===== src/rtl/fetch_queue_pkg.sv =====
// Shared types for the instruction prefetch queue.
// Holds the controller state encoding, the default halt opcode and the
// FIFO entry layout {ir, pc4} used by the top and by fetchq_fifo.
package fetch_queue_pkg;

    typedef enum logic [1:0] {
        ST_FETCH  = 2'd0,
        ST_SQUASH = 2'd1,
        ST_HALT   = 2'd2
    } fq_state_t;

    localparam logic [5:0] HALT_OP_DEF = 6'b111111;

    typedef struct packed {
        logic [31:0] ir;
        logic [31:0] pc4;
    } fetch_entry_t;

endpackage


===== src/rtl/fetchq_fifo.sv =====
// Purpose: synchronous DEPTH x 64 FIFO of fetch entries with clear.
// Latency: push visible at head one cycle after the write edge.
// Backpressure: none internally; the caller reserves space before pushing.
// Ports: clk/rst (async active-high), push/push_dat, pop, clear (wins over
// push/pop), head_dat (raw head slot, caller masks when empty), count.
module fetchq_fifo
    import fetch_queue_pkg::*;
#(
    parameter  int DEPTH = 4,
    localparam int AW    = $clog2(DEPTH),
    localparam int CW    = AW + 1
) (
    input  logic          clk,
    input  logic          rst,
    input  logic          push,
    input  fetch_entry_t  push_dat,
    input  logic          pop,
    input  logic          clear,
    output fetch_entry_t  head_dat,
    output logic [CW-1:0] count
);

    fetch_entry_t  mem [DEPTH];
    logic [AW-1:0] wr_ptr;
    logic [AW-1:0] rd_ptr;

    // Pointers wrap naturally because DEPTH is a power of two.
    always_ff @(posedge clk or posedge rst) begin
        if (rst) begin
            wr_ptr <= '0;
            rd_ptr <= '0;
            count  <= '0;
        end else if (clear) begin
            wr_ptr <= '0;
            rd_ptr <= '0;
            count  <= '0;
        end else begin
            if (push) wr_ptr <= wr_ptr + 1'b1;
            if (pop)  rd_ptr <= rd_ptr + 1'b1;
            case ({push, pop})
                2'b10:   count <= count + 1'b1;
                2'b01:   count <= count - 1'b1;
                default: count <= count;
            endcase
        end
    end

    // Storage needs no reset; stale slots are never presented as valid.
    always_ff @(posedge clk) begin
        if (push && !clear) mem[wr_ptr] <= push_dat;
    end

    assign head_dat = mem[rd_ptr];

endmodule


===== src/rtl/fetch_queue.sv =====
// Purpose: instruction prefetch queue feeding ID with {ir, pc4}; handles
// redirects (squashing an in-flight fetch) and stops fetching after HALT_OP.
// Latency: ack-to-ID 1 cycle; 0 cycles when FETCHQ_BYPASS_EN is defined.
// Backpressure: id_ready low holds the head; fetching stops when the FIFO is full.
// Ports: clk, rst (async active-high); redirect/redirect_pc from branch
// resolution; mem_req/mem_addr/mem_ack/mem_rdata to instruction memory;
// id_valid/id_ready/id_ir/id_pc4 to ID; halted status.
// Optional macro FETCHQ_BYPASS_EN: empty-FIFO acks go straight to ID.
module fetch_queue
    import fetch_queue_pkg::*;
#(
    parameter int          DEPTH    = 4,
    parameter logic [31:0] RESET_PC = 32'h0000_0000,
    parameter logic [5:0]  HALT_OP  = HALT_OP_DEF
) (
    input  logic        clk,
    input  logic        rst,
    input  logic        redirect,
    input  logic [31:0] redirect_pc,
    output logic        mem_req,
    output logic [31:0] mem_addr,
    input  logic        mem_ack,
    input  logic [31:0] mem_rdata,
    output logic        id_valid,
    input  logic        id_ready,
    output logic [31:0] id_ir,
    output logic [31:0] id_pc4,
    output logic        halted
);

    localparam int            CW      = $clog2(DEPTH) + 1;
    localparam logic [CW-1:0] DEPTH_C = CW'(DEPTH);

    fq_state_t     state, state_nxt;
    logic [31:0]   fetch_pc;
    logic [31:0]   squash_pc;
    logic [31:0]   pc4;
    logic [CW-1:0] count;
    fetch_entry_t  head;
    fetch_entry_t  push_dat;
    logic          fifo_empty;
    logic          ack;
    logic          accept;
    logic          is_halt;
    logic          bypass;
    logic          push;
    logic          pop;

    assign pc4        = fetch_pc + 32'd4;
    assign fifo_empty = (count == '0);
    assign is_halt    = (mem_rdata[31:26] == HALT_OP);

    // Space is checked per request; count can only grow on an ack, so a
    // raised request stays raised (and its address stable) until acked.
    assign mem_req  = !rst && (((state == ST_FETCH) && (count < DEPTH_C)) ||
                               (state == ST_SQUASH));
    assign mem_addr = (state == ST_SQUASH) ? squash_pc : fetch_pc;

    assign ack    = mem_req && mem_ack;
    // A word belongs to the program stream only if it was fetched in FETCH
    // and is not being flushed by a same-cycle redirect.
    assign accept = ack && (state == ST_FETCH) && !redirect;

`ifdef FETCHQ_BYPASS_EN
    assign bypass = accept && fifo_empty;
`else
    assign bypass = 1'b0;
`endif

    assign push     = accept && !(bypass && id_ready);
    assign pop      = !fifo_empty && !redirect && id_ready;
    assign push_dat = '{ir: mem_rdata, pc4: pc4};
    assign halted   = (state == ST_HALT);

    fetchq_fifo #(.DEPTH(DEPTH)) u_fifo (
        .clk      (clk),
        .rst      (rst),
        .push     (push),
        .push_dat (push_dat),
        .pop      (pop),
        .clear    (redirect),
        .head_dat (head),
        .count    (count)
    );

    always_ff @(posedge clk or posedge rst) begin
        if (rst) state <= ST_FETCH;
        else     state <= state_nxt;
    end

    // Redirect wins in every state. If a request is outstanding and not
    // acked, the handshake must finish on the old address, so go to SQUASH.
    always_comb begin
        state_nxt = state;
        if (redirect) begin
            state_nxt = (mem_req && !mem_ack) ? ST_SQUASH : ST_FETCH;
        end else begin
            case (state)
                ST_FETCH:  if (accept && is_halt) state_nxt = ST_HALT;
                ST_SQUASH: if (mem_ack) state_nxt = ST_FETCH;
                default:   state_nxt = state;
            endcase
        end
    end

    always_comb begin
        id_valid = 1'b0;
        id_ir    = 32'd0;
        id_pc4   = 32'd0;
        if (!fifo_empty) begin
            id_valid = !redirect;
            id_ir    = head.ir;
            id_pc4   = head.pc4;
        end else if (bypass) begin
            id_valid = 1'b1;
            id_ir    = mem_rdata;
            id_pc4   = pc4;
        end
    end

    always_ff @(posedge clk or posedge rst) begin
        if (rst) begin
            fetch_pc  <= RESET_PC;
            squash_pc <= RESET_PC;
        end else begin
            if (redirect)    fetch_pc <= redirect_pc;
            else if (accept) fetch_pc <= pc4;
            if (redirect && mem_req && !mem_ack) squash_pc <= mem_addr;
        end
    end

endmodule


===== config.mk =====
export PLATFORM = sky130hd
export DESIGN_NAME = fetch_queue
export DESIGN_NICKNAME = d
export VERILOG_FILES = /design/src/rtl/fetch_queue_pkg.sv /design/src/rtl/fetchq_fifo.sv /design/src/rtl/fetch_queue.sv
export SDC_FILE = /design/constraint.sdc
export NUM_CORES = 1
export LEC_CHECK = 0
export CAP_MARGIN = 20
export CORE_UTILIZATION = 30
export DETAILED_ROUTE_END_ITERATION = 8
export DONT_BUFFER_PORTS = 1
export GPL_ROUTABILITY_DRIVEN = 0
export MAX_ROUTING_LAYER = met4
export SLEW_MARGIN = 20
export SYNTH_ARGS = -nofsm -noshare
export SYNTH_HDL_FRONTEND = slang
export SYNTH_SLANG_ARGS = --single-unit

===== constraint.sdc =====
create_clock -name clk -period 3.68 [get_ports clk]
set_input_delay 0.368 -clock clk [delete_from_list [all_inputs] [get_ports clk]]
set_output_delay 0.368 -clock clk [all_outputs]
set_load 0.03 [all_outputs]

==> out/results.ini, run 1 <==
[outcome]
status=completed

[synthesis]
synth_cells=867
synth.area.top_cells=edfxtp_1 54%, dfrtp_1 13%, mux4_2 10%, mux2_2 5.3%, nor2b_1 3.0%
synth_top_area_share_pct=54.3
synth_top_cell_by_area=edfxtp_1
ys_async_sr_fraction_pct=22.2
syn_nets=942
synth-seq-cells=329
syn-mean-instance-area_um2=16.3
ys_types=56
synth_edf_count=256
syn_area_mm2=0.0142
seq_area_frac_synth_pct=67.2
yosys_most_used_dff=edfxtp_1
yosys_warnings=0

[critical_path]
critical_path_required_ns=3.31
critPathTopFamily=flip-flops
crit_path_top_delay_cell=dfrtp_4
path_cells=buf_4, mux4_2, nor2b_1
timing.rr.start=fetch_pc[2]$_DFFE_PP0N_
cp-end-kind=output port
slowest_delay_ns=0.97
path_buf_inv=1
critPathKind=reg -> out
cp.arrival_ns=2.64
critPathMaxFanout=54
start_kind=register
worstSetupStartpoint=u_fifo.rd_ptr[1]$_DFFE_PP0P_

[power_and_ir_drop]
finalPower_mw=9.60
leakagePower_nw=5.38
ir_drop_uv=454
power.density_mw_per_mm2=579

[route]
route.detailed.drc=0
ant_nets=0
drt_iter0_drc=530
first_pass_iters=5
num_vias=7724
via_per_inst=4.96
routedWlPerCell_um=22.2
routed_wl_um=34500

[clock_network]
clockBufferDepth=3
cts_max_level=2
cts_tree=done
clk_pin_slew_worst_paths_ns=0.06
numClockSinks=329
cts-root-buf=clkbuf_16
cts_buffers=35
clk_latency_ns=0.54

[sta]
fmax_mhz=333
final_max_slew_viol_count=0
tightest_slew_ns=0.903
whs_ns=0.0211
relSlewSlack_pct=39.2
hold_violations=0
finalCritPeriodShare_pct=81.7
finClkSkew_ns=0.0183
final.setup.tns_ns=0
grt_setup_unrepaired=no
setup_viol=0
period_needed_ns=3.01

[place]
dp.cells=1431
hpwl_um=22400
port_buffers=0

[min_path]
hold_path_class=in -> reg
worstHoldStart=redirect

[die]
die_w_um=219
pin_count=168
dieArea_mm2=0.0481
fp.dieH_um=219
fp.coreArea_mm2=0.0466
initial_utilization_pct=30.4
placementRows=79

[global_routing]
antenna_found_initial=4
grt_use_total_pct=15.1
grt_max_degree=66
grt_overflow_total=0
grt_pass1_vias=7897
grt_pass1_wl_um=52200

[finish]
fin_cells=1558
drive_above_1_share_pct=22.4
final_nets=997
synthToLayoutAreaGrowth_pct=17.2

[run]
maxCapViolCount=0

-- kinds of logic (layout without fill, tap and decap cells) --
kind of cell / after synthesis / after routing / share of synthesized area, %
multiplexers: 131 / 131 / 15.5
adder cells (fa/ha/maj): 6 / 6 / 0.583
other: 0 / 4 / 0
flip-flops: 329 / 329 / 67.2
AND/OR/NAND/NOR: 235 / 235 / 9.53
AO/OA/AOI/OAI: 60 / 60 / 2.84
XOR/XNOR: 38 / 38 / 2.35
buffers and inverters: 68 / 148 / 1.99
-- layout by cell type (no fill, tap or decap), types with 7 or more instances in the layout --
| cell type | Yosys | layout |
|---|---|---|
| dlygate4sd3_1 | 0 | 60 |
| dfrtp_1 | 73 | 71 |
| buf_4 | 3 | 12 |
| clkbuf_16 | 0 | 36 |
| xnor2_1 | 13 | 13 |
| nand4_1 | 16 | 16 |
| nor2b_1 | 68 | 68 |
| nand2_1 | 32 | 32 |
| nand3_1 | 19 | 19 |
| nor3_1 | 16 | 15 |
| clkinv_1 | 1 | 8 |
| nor2_1 | 30 | 30 |
| a31oi_1 | 11 | 11 |
| mux2_2 | 66 | 66 |
| mux4_2 | 64 | 64 |
| o21ai_0 | 16 | 16 |
| nor4_1 | 8 | 8 |
| edfxtp_1 | 256 | 256 |
| xor2_1 | 25 | 25 |
| or4_1 | 12 | 12 |
| o31ai_1 | 7 | 7 |
-- cell type report --
class / count / area, um2
Antenna cell: 4 / 10.0
Clock buffer: 42 / 923
Clock inverter: 20 / 146
Fill cell: 4384 / 30000
Inverter: 8 / 30.0
Multi-Input combinational cell: 470 / 4390
Sequential cell: 329 / 9520
Tap cell: 607 / 759
Timing Repair Buffer: 78 / 811
-- routing by layer --
layer  track usage (%)  vias to the layer above  wire length, um  share of wire, %
met5                 -                        -                0                 0
met3              3.65                       45             2330               6.7
met1              20.3                     3932            15500                45
met4              3.63                        0              539               1.6
li1                  -                     3514                -                 -
met2              22.9                      233            16100                47
-- where the power goes --
part / total (mW) / leakage, nW / switching [mW] / internal, mW
Clock: 3.31 / 0.516 / 1.44 / 1.87
Sequential: 4.48 / 3.18 / 0.222 / 4.26
Combinational: 1.81 / 1.69 / 1.18 / 0.627
-- registers in the layout (all words and copies together), names as in the netlist --
name	count
squash_pc	32
u_fifo.rd_ptr	2
fetch_pc	32
u_fifo.mem	256
u_fifo.wr_ptr	2
state	2
u_fifo.count	3
-- timing repair --
item,4_1_cts,5_1_grt
gates resized for setup,0,0
hold buffers,61,0
buffers inserted,0,0
endpoints found under the hold margin,180,0
-- cell usage after synthesis, drive strengths merged (16+ instances only) --
| library cell | count |
|---|---|
| buf | 22 |
| clkbuf | 38 |
| dfrtp | 73 |
| edfxtp | 256 |
| mux2 | 66 |
| mux4 | 64 |
| nand2 | 32 |
| nand3 | 20 |
| nand4 | 17 |
| nor2 | 30 |
| nor2b | 68 |
| nor3 | 16 |
| o21ai | 16 |
| xor2 | 25 |
-- final timing paths --
check	to	slack, ns	depth (start not counted)
worst max register to register	u_fifo.mem[3][26]$_DFFE_PP_	0.88	5
worst min-delay path	fetch_pc[14]$_DFFE_PP0N_	0.02	2
min in group asynchronous	fetch_pc[5]$_DFFE_PP0N_	0.30	2
worst min register to register	squash_pc[16]$_DFFE_PP0P_	0.50	1
worst max-delay path	id_pc4[2]	0.67	3
max in group asynchronous	fetch_pc[20]$_DFFE_PP0N_	2.26	3
-- through the flow --
stage	util, %	setup slack [ns]	instance area [um2]
after floorplan	-	0.123	14200
after global placement	32.0	1.02	14900
after detailed placement	32.0	0.908	14900
after CTS	35.6	0.571	16600
after global routing	35.6	0.507	16600
final	35.6	0.674	16600
No activity file was read; power rests on OpenSTA's default activity.
==> run 2: changes to the inputs <==
- clock period: 3.68 -> 3.14 ns (I/O delays scaled with it)
==> out/results.ini, run 2 (same netlist as run 1, synthesis figures left out) <==
[critical_path]
r2r-end=u_fifo.mem[3][18]$_DFFE_PP_
crit_path_top_delay_cell=dfrtp_4
path_cells=buf_4, mux4_2, nor2b_1, buf_4
timing.rr.start=fetch_pc[2]$_DFFE_PP0N_
critPathTopFamily=flip-flops
cp-end-kind=output port
worstRegToRegCells=5
path_buf_inv=2
critical_path_required_ns=2.83
critPathMaxFanout=22
rrSetupSlack_ns=0.58
start_kind=register
slowest_delay_ns=0.74
cp.arrival_ns=2.44
critPathKind=reg -> out
crit_top_cell=buf_4

[sta]
hold_violations=0
final_max_slew_viol_count=0
finClkSkew_ns=0.0229
whs_ns=0.0218
finalCritPeriodShare_pct=87.8
setup_viol=0
final.setup.tns_ns=0
tightest_slew_ns=0.766
fmax_mhz=363
period_needed_ns=2.76
grt_setup_unrepaired=no
relSlewSlack_pct=48.5

[finish]
layout_commonest_cell=edfxtp_1
largest_reg_flops=256
drive_above_1_share_pct=25.1
stdcell_area_mm2=0.0171
synthToLayoutAreaGrowth_pct=20.4
final_cell_mix=256 x edfxtp_1, 71 x dfrtp_1, 68 x nor2b_1
diodes=0
final_nets=1034
top_register=u_fifo.mem
top_regs=u_fifo.mem x256, fetch_pc x32, squash_pc x32

[power_and_ir_drop]
ir_drop_uv=418
leakagePower_nw=5.67
power.density_mw_per_mm2=694

[global_routing]
antenna_found_initial=0
grt_pass1_vias=8098
grt_overflow_total=0
grt_pass1_wl_um=52100
grt_max_degree=66
grt_use_total_pct=14.9

[die]
fp.coreArea_mm2=0.0466
fp.dieH_um=219
die_w_um=219
placementRows=79
pin_count=168
initial_utilization_pct=30.4
dieArea_mm2=0.0481

[place]
place_area_mm2=0.0152
hpwl_um=23000
port_buffers=0

[route]
routedWlPerCell_um=21.9
first_pass_iters=5
drt_iter0_drc=644
num_vias=7961
via_per_inst=4.99
route.detailed.drc=0
ant_nets=0
routed_wl_um=34900

[clock_network]
clockBufferDepth=3
clk_pin_slew_worst_paths_ns=0.06
clk_latency_ns=0.53
postCtsSetupBuffers=0
cts-root-buf=clkbuf_16
cts_max_level=2
cts_tree=done
cts_buffers=37
numClockSinks=329

[min_path]
worstHoldStart=redirect_pc[24]
hold_path_class=in -> reg
min_to=fetch_pc[24]$_DFFE_PP0N_
worst_hold_path.num_cells=2

[run]
maxCapViolCount=0

[outcome]
status=completed

## run 2: cell types whose count changed in the layout (fill, tap and decap cells not counted), sizes merged
cell / before / now
dlygate4sd3: 60 / 62
inv: 8 / 9
buf: 18 / 51
clkinvlp: 3 / 0
clkbuf: 42 / 46
diode: 4 / 0
bufinv: 1 / 4
clkinv: 16 / 17
## run 2: where the power goes
| group | internal [mW] | switching (mW) |
|---|---|---|
| clock network | 2.60 | 1.70 |
| registers | 4.99 | 0.236 |
| logic | 0.873 | 1.44 |
## run 2: cell type report
type,instances,area (um2)
Timing Repair Buffer,113,1140
Multi-Input combinational cell,470,4390
Inverter,8,30.0
Fill cell,4354,29500
Clock inverter,22,210
Sequential cell,329,9520
Clock buffer,46,1000
Tap cell,607,759
## run 2: timing repair
| action | CTS | global route |
|---|---|---|
| hold buffers | 63 | 0 |
| hold endpoints to repair | 179 | 0 |
| resized for setup | 0 | 0 |
## run 2: how the worst max path moves through the flow
stage	slack (ns)	startpoint	cells after the start	endpoint
2_1_floorplan	0.29	state[0]$_DFFE_PP0P_	5	u_fifo.mem[0][0]$_DFFE_PP_
3_3_place_gp	0.56	u_fifo.count[2]$_DFFE_PP0P_	6	u_fifo.count[2]$_DFFE_PP0P_
3_5_place_dp	0.57	u_fifo.count[2]$_DFFE_PP0P_	5	u_fifo.mem[2][32]$_DFFE_PP_
4_1_cts	0.31	u_fifo.rd_ptr[0]$_DFFE_PP0P_	4	id_pc4[6]
5_1_grt	0.22	u_fifo.rd_ptr[0]$_DFFE_PP0P_	4	id_pc4[6]
6_report	0.38	u_fifo.rd_ptr[0]$_DFFE_PP0P_	4	id_pc4[6]
## run 2: routing by layer
metal	up-vias	global-route usage, %	wire [um]
met1	4077	20.1	15700
met3	53	3.42	2260
met5	-	-	0
li1	3569	-	-
met2	262	22.8	16300
met4	0	3.40	614
## run 2: stage by stage
step                instances  setup WS (ns)  util (%)  total power, mW
floorplan                 867          0.286         -             6.96
global placement         1464          0.562      32.6             7.55
detailed placement       1464          0.566      32.6             7.58
CTS                      1595          0.311      36.6             12.0
global route             1595          0.219      36.6             12.3
finish                   1595          0.384      36.6             11.8
==> edit, RTL diff (flow settings as in run 2) <==
`DEPTH` is set to 4 in 2 places; all go to 8.
--- a/src/rtl/fetchq_fifo.sv
+++ b/src/rtl/fetchq_fifo.sv
@@ -6,7 +6,7 @@
 module fetchq_fifo
     import fetch_queue_pkg::*;
 #(
-    parameter  int DEPTH = 4,
+    parameter  int DEPTH = 8,
     localparam int AW    = $clog2(DEPTH),
     localparam int CW    = AW + 1
 ) (
--- a/src/rtl/fetch_queue.sv
+++ b/src/rtl/fetch_queue.sv
@@ -9,7 +9,7 @@
 module fetch_queue
     import fetch_queue_pkg::*;
 #(
-    parameter int          DEPTH    = 4,
+    parameter int          DEPTH    = 8,
     parameter logic [31:0] RESET_PC = 32'h0000_0000,
     parameter logic [5:0]  HALT_OP  = HALT_OP_DEF
 ) (
Behaviour: no difference found for any inputs over 4 cycles, from zero or initial values and one cycle with rst high; that may be too few to reach the edited logic, so the function may still have changed.
==> edit against run 2 <==
Cell area up 69%. Combinational power grew to 2.5 times the old value. Worst setup slack got worse by 200 ps. Sequential power is 75% higher. Synthesized cell count increased by 47%. Synthesized area rose by 69%. Wire length increased by 63%. Total power up 92%. Register-to-register slack worse by 100 ps. Non-clock buffer count rose by 25. Sequential cell count rose by 259. Final cell count up 57%. Critical path type unchanged.
==> edit: results (changes against run 2) <==
[run_status]
status = complete, no violations  ; unchanged

[critical_path]
startpoint = u_fifo.rd_ptr[1]  ; was u_fifo.rd_ptr[0]
cpMaxStageDelayCell = nor2_1  ; was dfrtp_4
cp_top_family = simple AND/OR/NAND/NOR gates  ; was flip-flops
crit_arrival_ps = 2640  ; was 2440 ps
slowest_delay_ps = 700  ; was 740 ps
critPathMaxFanout = 55  ; was 22

[clock_network]
h-tree-depth = 3  ; was 2
numCtsBuffers = 66  ; was 37
clk_latency_ps = 600  ; was 530 ps

[sta]
tightest_slew_ps = 939  ; was 766 ps
fin_worst_skew_ps = 29.0  ; was 22.9 ps

[synthesis]
synth_edf_count = 512  ; was 256
ys_types = 54  ; was 56
ys_top_cells_by_area = edfxtp_1 (64%), mux4_2 (12%), dfrtp_1 (7.9%), mux2_2 (2.9%), mux2i_1 (2.8%)  ; was edfxtp_1 (54%), dfrtp_1 (13%), mux4_2 (10%), mux2_2 (5.3%), nor2b_1 (3.0%)
seq_area_frac_synth_pct = 72.1  ; was 67.2%
synth_nets = 1348  ; was 942

[grt]
grt_max_degree = 71  ; was 66
grt_pass1_vias = 13100  ; was 8098
antenna_found_initial = 2  ; was 0
track_usage_pct = 14.5  ; was 14.9%

[cells_and_area]
num-fill-cells = 7248  ; was 4354
multi_input_area_um2 = 6450  ; was 4390 µm²
largestRegisters = u_fifo.mem (512), fetch_pc (32), squash_pc (32)  ; was u_fifo.mem (256), fetch_pc (32), squash_pc (32)
final_layout_size_suffix_gt1_share_pct = 26.7  ; was 25.1%
nets = 1480  ; was 1034

[place]
place_hpwl_mm = 33.6  ; was 23.0 mm

[route]
wl_mm = 56.8  ; was 34.9 mm
ant_nets = 0  ; unchanged
drt-vias-per-instance = 4.81  ; was 4.99
drt_iter0_markers = 885  ; was 644

[pwr]
peakVddDrop_uv = 559  ; was 418 µV
p_leak_nw = 9.16  ; was 5.67 nW

[worst_hold_path]
hp-start = id_ready  ; was redirect_pc[24]

## edit: cell count changes in the layout (fill, tap and decap cells not counted), moves of 22 or more
cell,run 2,this run
edfxtp_1,256,512
nor2b_1,68,2
mux2i_1,1,66
mux4_2,64,128
nor2_1,30,90
clkbuf_16,39,69
nand2_1,32,54
xnor2_1,13,35
## edit: worst paths after layout
kind                                endpoint  slack (ps)  cells after the start
setup / recovery                  id_pc4[11]         180                      4
hold / removal              u_fifo.rd_ptr[1]          50                      3
setup reg to reg           u_fifo.mem[7][18]         480                      6
hold reg to reg                 squash_pc[0]         500                      1
max in group asynchronous       squash_pc[9]        2160                      3
min in group asynchronous   u_fifo.wr_ptr[2]         190                      2
## edit: kinds of logic after synthesis
| family | count (synthesis) | share of synthesized area (%) |
|---|---|---|
| buffers and inverters | 80 | 1.54 |
| AND/OR/NAND/NOR | 234 | 4.88 |
| XOR/XNOR | 62 | 2.27 |
| flip-flops | 588 | 72.1 |
| adder cells (fa/ha/maj) | 6 | 0.345 |
| AO/OA/AOI/OAI | 43 | 1.01 |
| multiplexers | 260 | 17.9 |
## edit: power by group through the flow
stage | combinational [mW] | clock, mW | sequential (mW)
after floorplan | 4.43 | 0 | 9.17
after global placement | 5.85 | 0 | 9.28
after detailed placement | 5.90 | 0 | 9.30
after CTS | 6.04 | 7.93 | 9.14
after global routing | 6.30 | 8.21 | 9.18
final | 5.88 | 7.72 | 9.14
## edit: layout make-up
| type | count | area share [%] |
|---|---|---|
| clock buffers | 90 | 6.49 |
| clock inverters | 32 | 1.17 |
| well taps | 1050 | 4.57 |
| diodes | 2 | 0.0174 |
| flip-flops and latches | 588 | 60.1 |
| inverters | 6 | 0.0826 |
| multi-input cells | 605 | 22.4 |
| repair buffers | 138 | 5.18 |
## edit: metrics by stage
stage,hold WS (ps),cells
after floorplan,413,1273
after global placement,205,2318
after detailed placement,210,2318
after CTS,1.91,2509
after global routing,62.3,2511
final,52.4,2511
## edit: worst min-delay path, stage by stage
cell	delay, ps
nand2_1	110
nand2_1	100
a21oi_1	60
## edit: repair_timing
item,CTS,global route
resized for setup,0,0
endpoints found under the hold margin,321,0
endpoints found under the setup margin,0,0
hold buffers,69,0
## edit: routing by layer
| layer | share of wire (%) | GRT usage, % |
|---|---|---|
| met1 | 44 | 18.5 |
| met2 | 50 | 23.5 |
| met5 | 0 | - |
| met4 | 2.3 | 4.18 |
| met3 | 4.3 | 3.03 |
